===== config.mk =====
export PLATFORM = sky130hd
export DESIGN_NAME = reg_writeback
export DESIGN_NICKNAME = d
export VERILOG_FILES = /design/src/rtl/reg_writeback.sv
export SDC_FILE = /design/constraint.sdc
export NUM_CORES = 1
export LEC_CHECK = 0
export CAP_MARGIN = 10
export CORE_ASPECT_RATIO = 1.4
export CORE_UTILIZATION = 42
export CTS_BUF_LIST = sky130_fd_sc_hd__clkbuf_2
export CTS_CLUSTER_DIAMETER = 40
export DETAILED_ROUTE_END_ITERATION = 6
export GPL_TIMING_DRIVEN = 0
export HOLD_SLACK_MARGIN = 0.02
export PLACE_DENSITY = 0.72
export SLEW_MARGIN = 0
export SYNTH_ARGS = -nofsm -noshare
export SYNTH_HDL_FRONTEND = slang
export SYNTH_SLANG_ARGS = --single-unit

===== constraint.sdc =====
create_clock -name clk -period 3.3 [get_ports clk]
set_clock_uncertainty 0.15 [all_clocks]
set_input_delay 0.33 -clock clk [delete_from_list [all_inputs] [get_ports clk]]
set_output_delay 0.33 -clock clk [all_outputs]
set_load 0.01 [all_outputs]

===== src/rtl/reg_writeback.sv =====
// In-order write-back queue feeding the register file write port, with per-operand pending-write flags.
// Optional forwarding outputs fwd1/fwd2 are built when REG_WRITEBACK_FORWARD_EN is defined.
module reg_writeback #(
   parameter int REG_BITS_SIZE = 5,
   parameter int INST_SIZE     = 32,
   parameter int DEPTH         = 4
) (
   input  logic                       clk,
   input  logic                       reset,
   input  logic                       in_valid,
   output logic                       in_ready,
   input  logic [REG_BITS_SIZE-1:0]   in_rd,
   input  logic [INST_SIZE-1:0]       in_data,
   output logic                       wr_en,
   output logic [REG_BITS_SIZE-1:0]   wr_addr,
   output logic [INST_SIZE-1:0]       wr_data,
   input  logic                       wr_ack,
   input  logic [REG_BITS_SIZE-1:0]   rs1,
   input  logic [REG_BITS_SIZE-1:0]   rs2,
   output logic                       busy1,
   output logic                       busy2,
   output logic [$clog2(DEPTH+1)-1:0] count
`ifdef REG_WRITEBACK_FORWARD_EN
   ,
   output logic [INST_SIZE-1:0]       fwd1,
   output logic [INST_SIZE-1:0]       fwd2
`endif
);

   localparam int PTR_W = $clog2(DEPTH);
   localparam int CNT_W = $clog2(DEPTH+1);

   logic [REG_BITS_SIZE-1:0] rd_q   [DEPTH];
   logic [INST_SIZE-1:0]     data_q [DEPTH];
   logic [PTR_W-1:0]         head_q, head_d;
   logic [PTR_W-1:0]         tail_q, tail_d;
   logic [CNT_W-1:0]         count_q, count_d;
   logic                     enq, deq;

   assign in_ready = (count_q < CNT_W'(DEPTH));
   assign wr_en    = (count_q != '0);
   // Empty queue presents zeros rather than a stale slot.
   assign wr_addr  = wr_en ? rd_q[head_q]   : '0;
   assign wr_data  = wr_en ? data_q[head_q] : '0;
   assign count    = count_q;

   // r0 writes complete the handshake but are dropped.
   assign enq = in_valid && in_ready && (in_rd != '0);
   assign deq = wr_en && wr_ack;

   always_comb begin
      head_d  = head_q;
      tail_d  = tail_q;
      count_d = count_q;
      if (enq) tail_d = tail_q + 1'b1;
      if (deq) head_d = head_q + 1'b1;
      if (enq && !deq)      count_d = count_q + 1'b1;
      else if (deq && !enq) count_d = count_q - 1'b1;
   end

   always_ff @(posedge clk) begin
      if (reset) begin
         head_q  <= '0;
         tail_q  <= '0;
         count_q <= '0;
      end else begin
         head_q  <= head_d;
         tail_q  <= tail_d;
         count_q <= count_d;
      end
   end

   always_ff @(posedge clk) begin
      if (enq) begin
         rd_q[tail_q]   <= in_rd;
         data_q[tail_q] <= in_data;
      end
   end

   // Scan occupied slots by age offset from the head.
   always_comb begin
      logic [PTR_W-1:0] idx;
      idx   = '0;
      busy1 = 1'b0;
      busy2 = 1'b0;
      for (int k = 0; k < DEPTH; k++) begin
         idx = head_q + PTR_W'(k);
         if (CNT_W'(k) < count_q) begin
            if (rs1 != '0 && rd_q[idx] == rs1) busy1 = 1'b1;
            if (rs2 != '0 && rd_q[idx] == rs2) busy2 = 1'b1;
         end
      end
   end

`ifdef REG_WRITEBACK_FORWARD_EN
   // Later (younger) matches overwrite earlier ones.
   always_comb begin
      logic [PTR_W-1:0] idx;
      idx  = '0;
      fwd1 = '0;
      fwd2 = '0;
      for (int k = 0; k < DEPTH; k++) begin
         idx = head_q + PTR_W'(k);
         if (CNT_W'(k) < count_q) begin
            if (rs1 != '0 && rd_q[idx] == rs1) fwd1 = data_q[idx];
            if (rs2 != '0 && rd_q[idx] == rs2) fwd2 = data_q[idx];
         end
      end
   end
`endif

endmodule


==> flow_summary_export.csv, run 1 <==
group,metric,value,unit
synthesis,syn_avg_cell_area,17.2,um2
place,place_area,0.00825,mm2
route,drc_errors,10,
sta,period_minus_slack,3.26,ns
sta,finalHoldViolCount,0,
floorplanning,die_area,0.0174,mm2
sta,timing.hold.ws,0.104,ns
sta,rsz0062_at_grt,"true",
route,antenna_left,0,
cts,cts_root_buffer,"clkbuf_2",
worst_setup_path,required,2.82,ns
cts,cts_buffers,17,
global_route,grt_pass1_wl,23.0,mm
route,viasPerCell,5.22,
worst_setup_path,cp_num_buf_inv,3,
synthesis,synth_fp_nets,473,
synthesis,synth_edf_count,148,
floorplanning,io_pins,95,
final_layout,most-common-layout-cells,"edfxtp_1, clkdlybuf4s50_1, mux4_2, nor2b_1, xnor2_1",
route,vias,3933,
hold_path,hold_path_startpoint,"in_data[22]",
cts,path_clk_slew,0.25,ns
run,drv_cap,0,
global_route,overflow,0,
cts,cts_sinks,157,
sta,setup_viol,0,
synthesis,ys_seq_area_share,65.3,%
route,wl,15.1,mm
sta,slew_headroom,69.9,%
global_route,grt_max_degree,28,
worst_setup_path,rrSetupSlack,0.91,ns
synthesis,synth-main-ff-cell,"edfxtp_1",
worst_setup_path,crit_family,"multiplexers",
worst_setup_path,critPathMaxFanout,5,
route,first_iter_violations,177,
global_route,grt_pass1_vias,4207,
place,pre_cts_ws,0.224,ns
floorplanning,initial_utilization,43.4,%
power,power,6.95,mW
final_layout,fill_cells,1295,
sta,fin_ws,0.0376,ns
worst_setup_path,start_kind,"flip-flop",
sta,finalCritPeriodShare,98.9,%
run_status,violations,"design-rule violations",
route,firstDrtPassIters,6,
place,portBuffers,83,
cts,cts-htree-levels,4,
cts,clk-insertion-delay-late,0.68,ns
final_layout,design_area,0.00893,mm2
hold_path,min-delay-path-class,"in2reg",
worst_setup_path,crit_chain,"buf_12, buf_12, mux4_2, xnor2_1, nand4_1, o22ai_1, nor2_1, nor4_2, buf_2",
final_layout,area_growth,26.1,%
synthesis,synth.distinct_cells,38,
place,globalplace.congestion,0.861,
floorplanning,die_height,156,um
worst_setup_path,critPathSlowestCell,"mux4_2",
final_layout,drive_gt1_share,24.4,%
worst_setup_path,r2r_start,"count[2]",
power,p_leak,2.98,nW
synthesis,syn-cell-area,0.00708,mm2
final_layout,final_common_cell,"edfxtp_1",
run_status,outcome,"complete, but fails checks",
cts,clock_path_buffers,2,
worst_setup_path,critPathLaunch,"head_q[0]",
worst_setup_path,arrival,2.78,ns
cts,cts_tree,"yes",
worst_setup_path,critPathMostFrequentCell,"buf_12",
power,ir_drop,0.000315,V
worst_setup_path,cp-end-kind,"output port",
global_route,grt_use_total,18.0,%
power,p_per_area,779,mW/mm2
synthesis,ys_seq_elements,157,
sta,timing.fmax,307,MHz
sta,maxSlewViolCount,0,
global_route,antenna_found_initial,1,
route,post_drt_wl_per_cell,20.0,um
sta,tightestPinTransition,0.451,ns
worst_setup_path,cpPeakStageDelay,0.53,ns
floorplanning,coreArea,0.0163,mm2
synthesis,yosysWarnings,0,
worst_setup_path,crit_type,"reg2out",
final_layout,final_net_count,600,
synthesis,postSynthCellCount,413,
place,dp.final_hpwl,10.3,mm
floorplanning,num_rows,55,
floorplanning,die_x,112,um
synthesis,ys_async_sr_fraction,0,%
-- sequential cells by signal, indices dropped and copies added, names as in the netlist, named ones only --
| register | count |
|---|---|
| data_q | 128 |
| rd_q | 20 |
| count | 3 |
| head_q | 2 |
| tail_q | 2 |
-- path summary, 6_finish.rpt --
| check | cells after the start | end |
|---|---|---|
| min | 1 | data_q[1][22] |
| min reg2reg | 2 | tail_q[0] |
| max reg2reg | 5 | data_q[3][11] |
| max | 9 | busy2 |
-- power by group --
group | leakage [nW] | internal [mW] | total, mW | switching [mW]
logic | 1.38 | 1.70 | 3.17 | 1.47
clock network | 0.170 | 0.514 | 1.21 | 0.694
registers | 1.43 | 2.47 | 2.58 | 0.108
total | 2.98 | 4.68 | 6.95 | 2.27
-- final cells by class --
class                           instances  area, um2  share of cell area (%)
Sequential cell                       157       4640                    51.9
Clock inverter                         15        209                    2.34
Multi-Input combinational cell        219       2370                    26.5
Timing Repair Buffer                  109       1140                    12.7
Inverter                                8       32.5                   0.364
Clock buffer                           17       85.1                   0.953
Tap cell                              199        249                    2.79
Antenna cell                            1       2.50                  0.0280
Buffer                                 28        209                    2.34
-- cell families after synthesis --
logic type	share of synthesized area, %
buffers and inverters	2.46
multiplexers	17.1
XOR/XNOR	5.81
flip-flops	65.3
adder cells (fa/ha/maj)	1.59
AND/OR/NAND/NOR	6.16
AO/OA/AOI/OAI	1.55
-- synth_stat cells (all sizes together) (2+ instances only) --
library cell / count / area share (%)
a21oi: 7 / 0.49
and2: 4 / 0.35
buf: 11 / 1.1
clkbuf: 18 / 0.97
dfxtp: 9 / 2.5
edfxtp: 148 / 63
ha: 9 / 1.6
inv: 8 / 0.42
mux2: 5 / 0.79
mux2i: 22 / 3.6
mux4: 40 / 13
nand2: 4 / 0.21
nand3: 4 / 0.28
nand4: 5 / 0.44
nor2: 15 / 0.79
nor2b: 36 / 3.2
nor3: 5 / 0.35
nor4: 2 / 0.26
o21ai: 4 / 0.28
o31ai: 2 / 0.21
or3: 2 / 0.18
xnor2: 24 / 3.0
xor2: 23 / 2.8
-- per-stage QoR --
stage	util, %	cells	TNS (ns)
floorplan	-	413	0
global placement	50.0	695	-72.68
detailed placement	50.6	699	0
CTS	53.8	745	-0.0568
global route	54.8	753	-0.408
finish	54.8	753	0
-- routing by layer --
metal	GRT usage [%]	up-vias	part of all wire, %
met5	0	-	0
met4	7.66	0	1.6
met3	3.46	15	2.9
met2	32.5	97	55
met1	20.8	1991	41
li1	-	1830	-
-- timing repair --
item,CTS,global route
hold endpoints to repair,24,14
endpoints found under the setup margin,39,32
resized for setup,49,14
buffers inserted,8,1
cloned,0,2
hold buffers,6,5
pin swaps,5,0
(Power assumes the default switching activity.)
==> inputs of run 2 (changes only) <==
Clock period 3.3 ns to 3.6 ns, I/O delays scaled along.
==> run 2 against run 1 <==
Compared with the run above:
- the flow still finishes with violations (design-rule violations)
- combinational power is 13% lower
- die area unchanged
- power down 11%
- worst hold slack better by 0.012 ns
- via count shrank 0.86%
- wire length fell by 2.0%
- register-to-register slack gained 0.22 ns
- worst setup slack gained 0.19 ns
- sequential power down 8.9%
- global-route usage fell by 0.074 points
- sequential cell count stayed put
- critical endpoint is now busy1
- largest cell class unchanged
==> flow_summary_export.csv, run 2 (synthesis results as in run 1) <==
group,metric,value,unit
worst_setup_path,crit_type,"reg2out",
route,viasPerCell,5.28,
sta,slew_headroom,69.6,%
sta,finalHoldViolCount,0,
sta,period_minus_slack,3.37,ns
cts,cts_sinks,157,
global_route,antenna_found_initial,1,
global_route,grt_pass1_vias,4158,
final_layout,final_net_count,586,
worst_setup_path,reg2regPathDepth,6,
floorplanning,die_x,112,um
floorplanning,initial_utilization,43.4,%
hold_path,hold_path_startpoint,"in_data[9]",
final_layout,instances_no_fill,739,
cts,clock_path_buffers,2,
global_route,grt_max_degree,28,
worst_setup_path,cp_num_buf_inv,2,
place,portBuffers,83,
route,first_iter_violations,224,
final_layout,area_growth,22.6,%
final_layout,fin_util,53.3,%
worst_setup_path,worst-path-stages,8,
final_layout,final_common_cell,"edfxtp_1",
cts,path_clk_slew,0.24,ns
final_layout,drive_gt1_share,22.6,%
run_status,outcome,"complete, but fails checks",
global_route,grt_use_total,17.9,%
sta,timing.fmax,297,MHz
cts,cts_tree,"yes",
global_route,grt_pass1_wl,22.9,mm
sta,timing.hold.ws,0.116,ns
worst_setup_path,start_kind,"flip-flop",
cts,cts_root_buffer,"clkbuf_2",
run_status,violations,"design-rule violations",
place,globalplace.congestion,0.861,
sta,rsz0062_at_grt,"false",
final_layout,largest-register,"data_q",
sta,maxSlewViolCount,0,
worst_setup_path,required,3.09,ns
floorplanning,num_rows,55,
worst_setup_path,arrival,2.86,ns
worst_setup_path,cpPeakStageDelay,0.54,ns
place,dp.final_hpwl,10.3,mm
route,antenna_left,0,
route,post_drt_wl_per_cell,20.0,um
worst_setup_path,crit_chain,"buf_6, mux4_2, xor2_1, nor4_1, nand3_1, o31ai_1, o21a_1, dlygate4sd2_1",
sta,tightestPinTransition,0.456,ns
route,vias,3899,
power,ir_drop,0.000349,V
sta,finalCritPeriodShare,93.6,%
cts,cts-htree-levels,4,
place,place_area,0.00825,mm2
final_layout,fill_cells,1313,
worst_setup_path,critPathMaxFanout,8,
worst_setup_path,r2r_start,"count[2]",
final_layout,largest_reg_flops,128,
floorplanning,die_height,156,um
power,p_per_area,715,mW/mm2
cts,cts_buffers,17,
run,drv_cap,0,
floorplanning,die_area,0.0174,mm2
power,p_leak,2.82,nW
worst_setup_path,crit_family,"multiplexers",
floorplanning,coreArea,0.0163,mm2
final_layout,design_area,0.00869,mm2
global_route,overflow,0,
cts,clk-insertion-delay-late,0.69,ns
floorplanning,io_pins,95,
worst_setup_path,critPathSlowestCell,"mux4_2",
worst_setup_path,critPathLaunch,"head_q[0]",
hold_path,min-delay-path-class,"in2reg",
sta,setup_viol,0,
place,dp_cells,699,
worst_setup_path,cp-end-kind,"output port",
route,drc_errors,10,
route,firstDrtPassIters,6,
final_layout,most-common-layout-cells,"edfxtp_1, clkdlybuf4s50_1, mux4_2, nor2b_1, xnor2_1",
route,wl,14.8,mm
hold_path,whs_path_depth,1,
-- run 2: cell count changes in the layout (fill, tap and decap cells not counted), moves of 2 or more --
| cell | delta |
|---|---|
| buf_2 | +3 |
| dfxtp_4 | -2 |
| dlygate4sd3_1 | -8 |
| buf_12 | -2 |
| clkbuf_8 | -2 |
| buf_6 | +2 |
| buf_4 | -11 |
| mux2_2 | +2 |
| clkbuf_4 | +2 |
| mux2_4 | -2 |
| clkdlybuf4s50_1 | +5 |
| dlymetal6s2s_1 | -4 |
| clkbuf_16 | -2 |
| clkbuf_2 | +2 |
-- run 2: per-stage QoR --
step / setup slack [ns] / setup TNS, ns / power, mW
global placement: -0.233 / -32.72 / 5.01
detailed placement: 0.494 / 0 / 5.07
floorplan: 1.06 / 0 / 3.97
CTS: 0.00870 / 0 / 6.24
global route: 0.00629 / 0 / 6.53
finish: 0.229 / 0 / 6.21
-- run 2: final cells by class --
class | count | area, um2 | area share [%]
multi-input cells | 219 | 2350 | 27.0
diodes | 1 | 2.50 | 0.0288
repair buffers | 94 | 965 | 11.1
well taps | 199 | 249 | 2.87
clock buffers | 17 | 85.1 | 0.980
inverters | 8 | 30.0 | 0.346
plain buffers | 29 | 168 | 1.93
flip-flops and latches | 157 | 4630 | 53.3
clock inverters | 15 | 209 | 2.41
-- run 2: worst paths after layout --
check | end | slack, ns
setup / recovery | busy1 | 0.23
hold / removal | data_q[1][9] | 0.12
setup reg to reg | data_q[2][11] | 1.13
hold reg to reg | tail_q[0] | 0.45
-- run 2: per-layer routing --
metal  vias to the layer above  routed length (um)  GRT usage [%]
met5                         -                   0              0
met4                         0                 282           7.40
met3                        19                 429           3.34
met2                        99                7940           32.1
met1                      1978                6130           21.1
li1                       1803                   -              -
-- run 2: repair_timing --
item | 4_1_cts | 5_1_grt
resized for setup | 20 | 12
pin swaps | 2 | 2
hold buffers | 1 | 2
setup endpoints to repair | 34 | 29
setup buffers | 1 | 3
endpoints found under the hold margin | 9 | 6
-- run 2: power by group --
| part | total (mW) | switching (mW) | internal, mW |
|---|---|---|---|
| clock | 1.11 | 0.640 | 0.472 |
| sequential | 2.35 | 0.0883 | 2.26 |
| combinational | 2.75 | 1.32 | 1.43 |
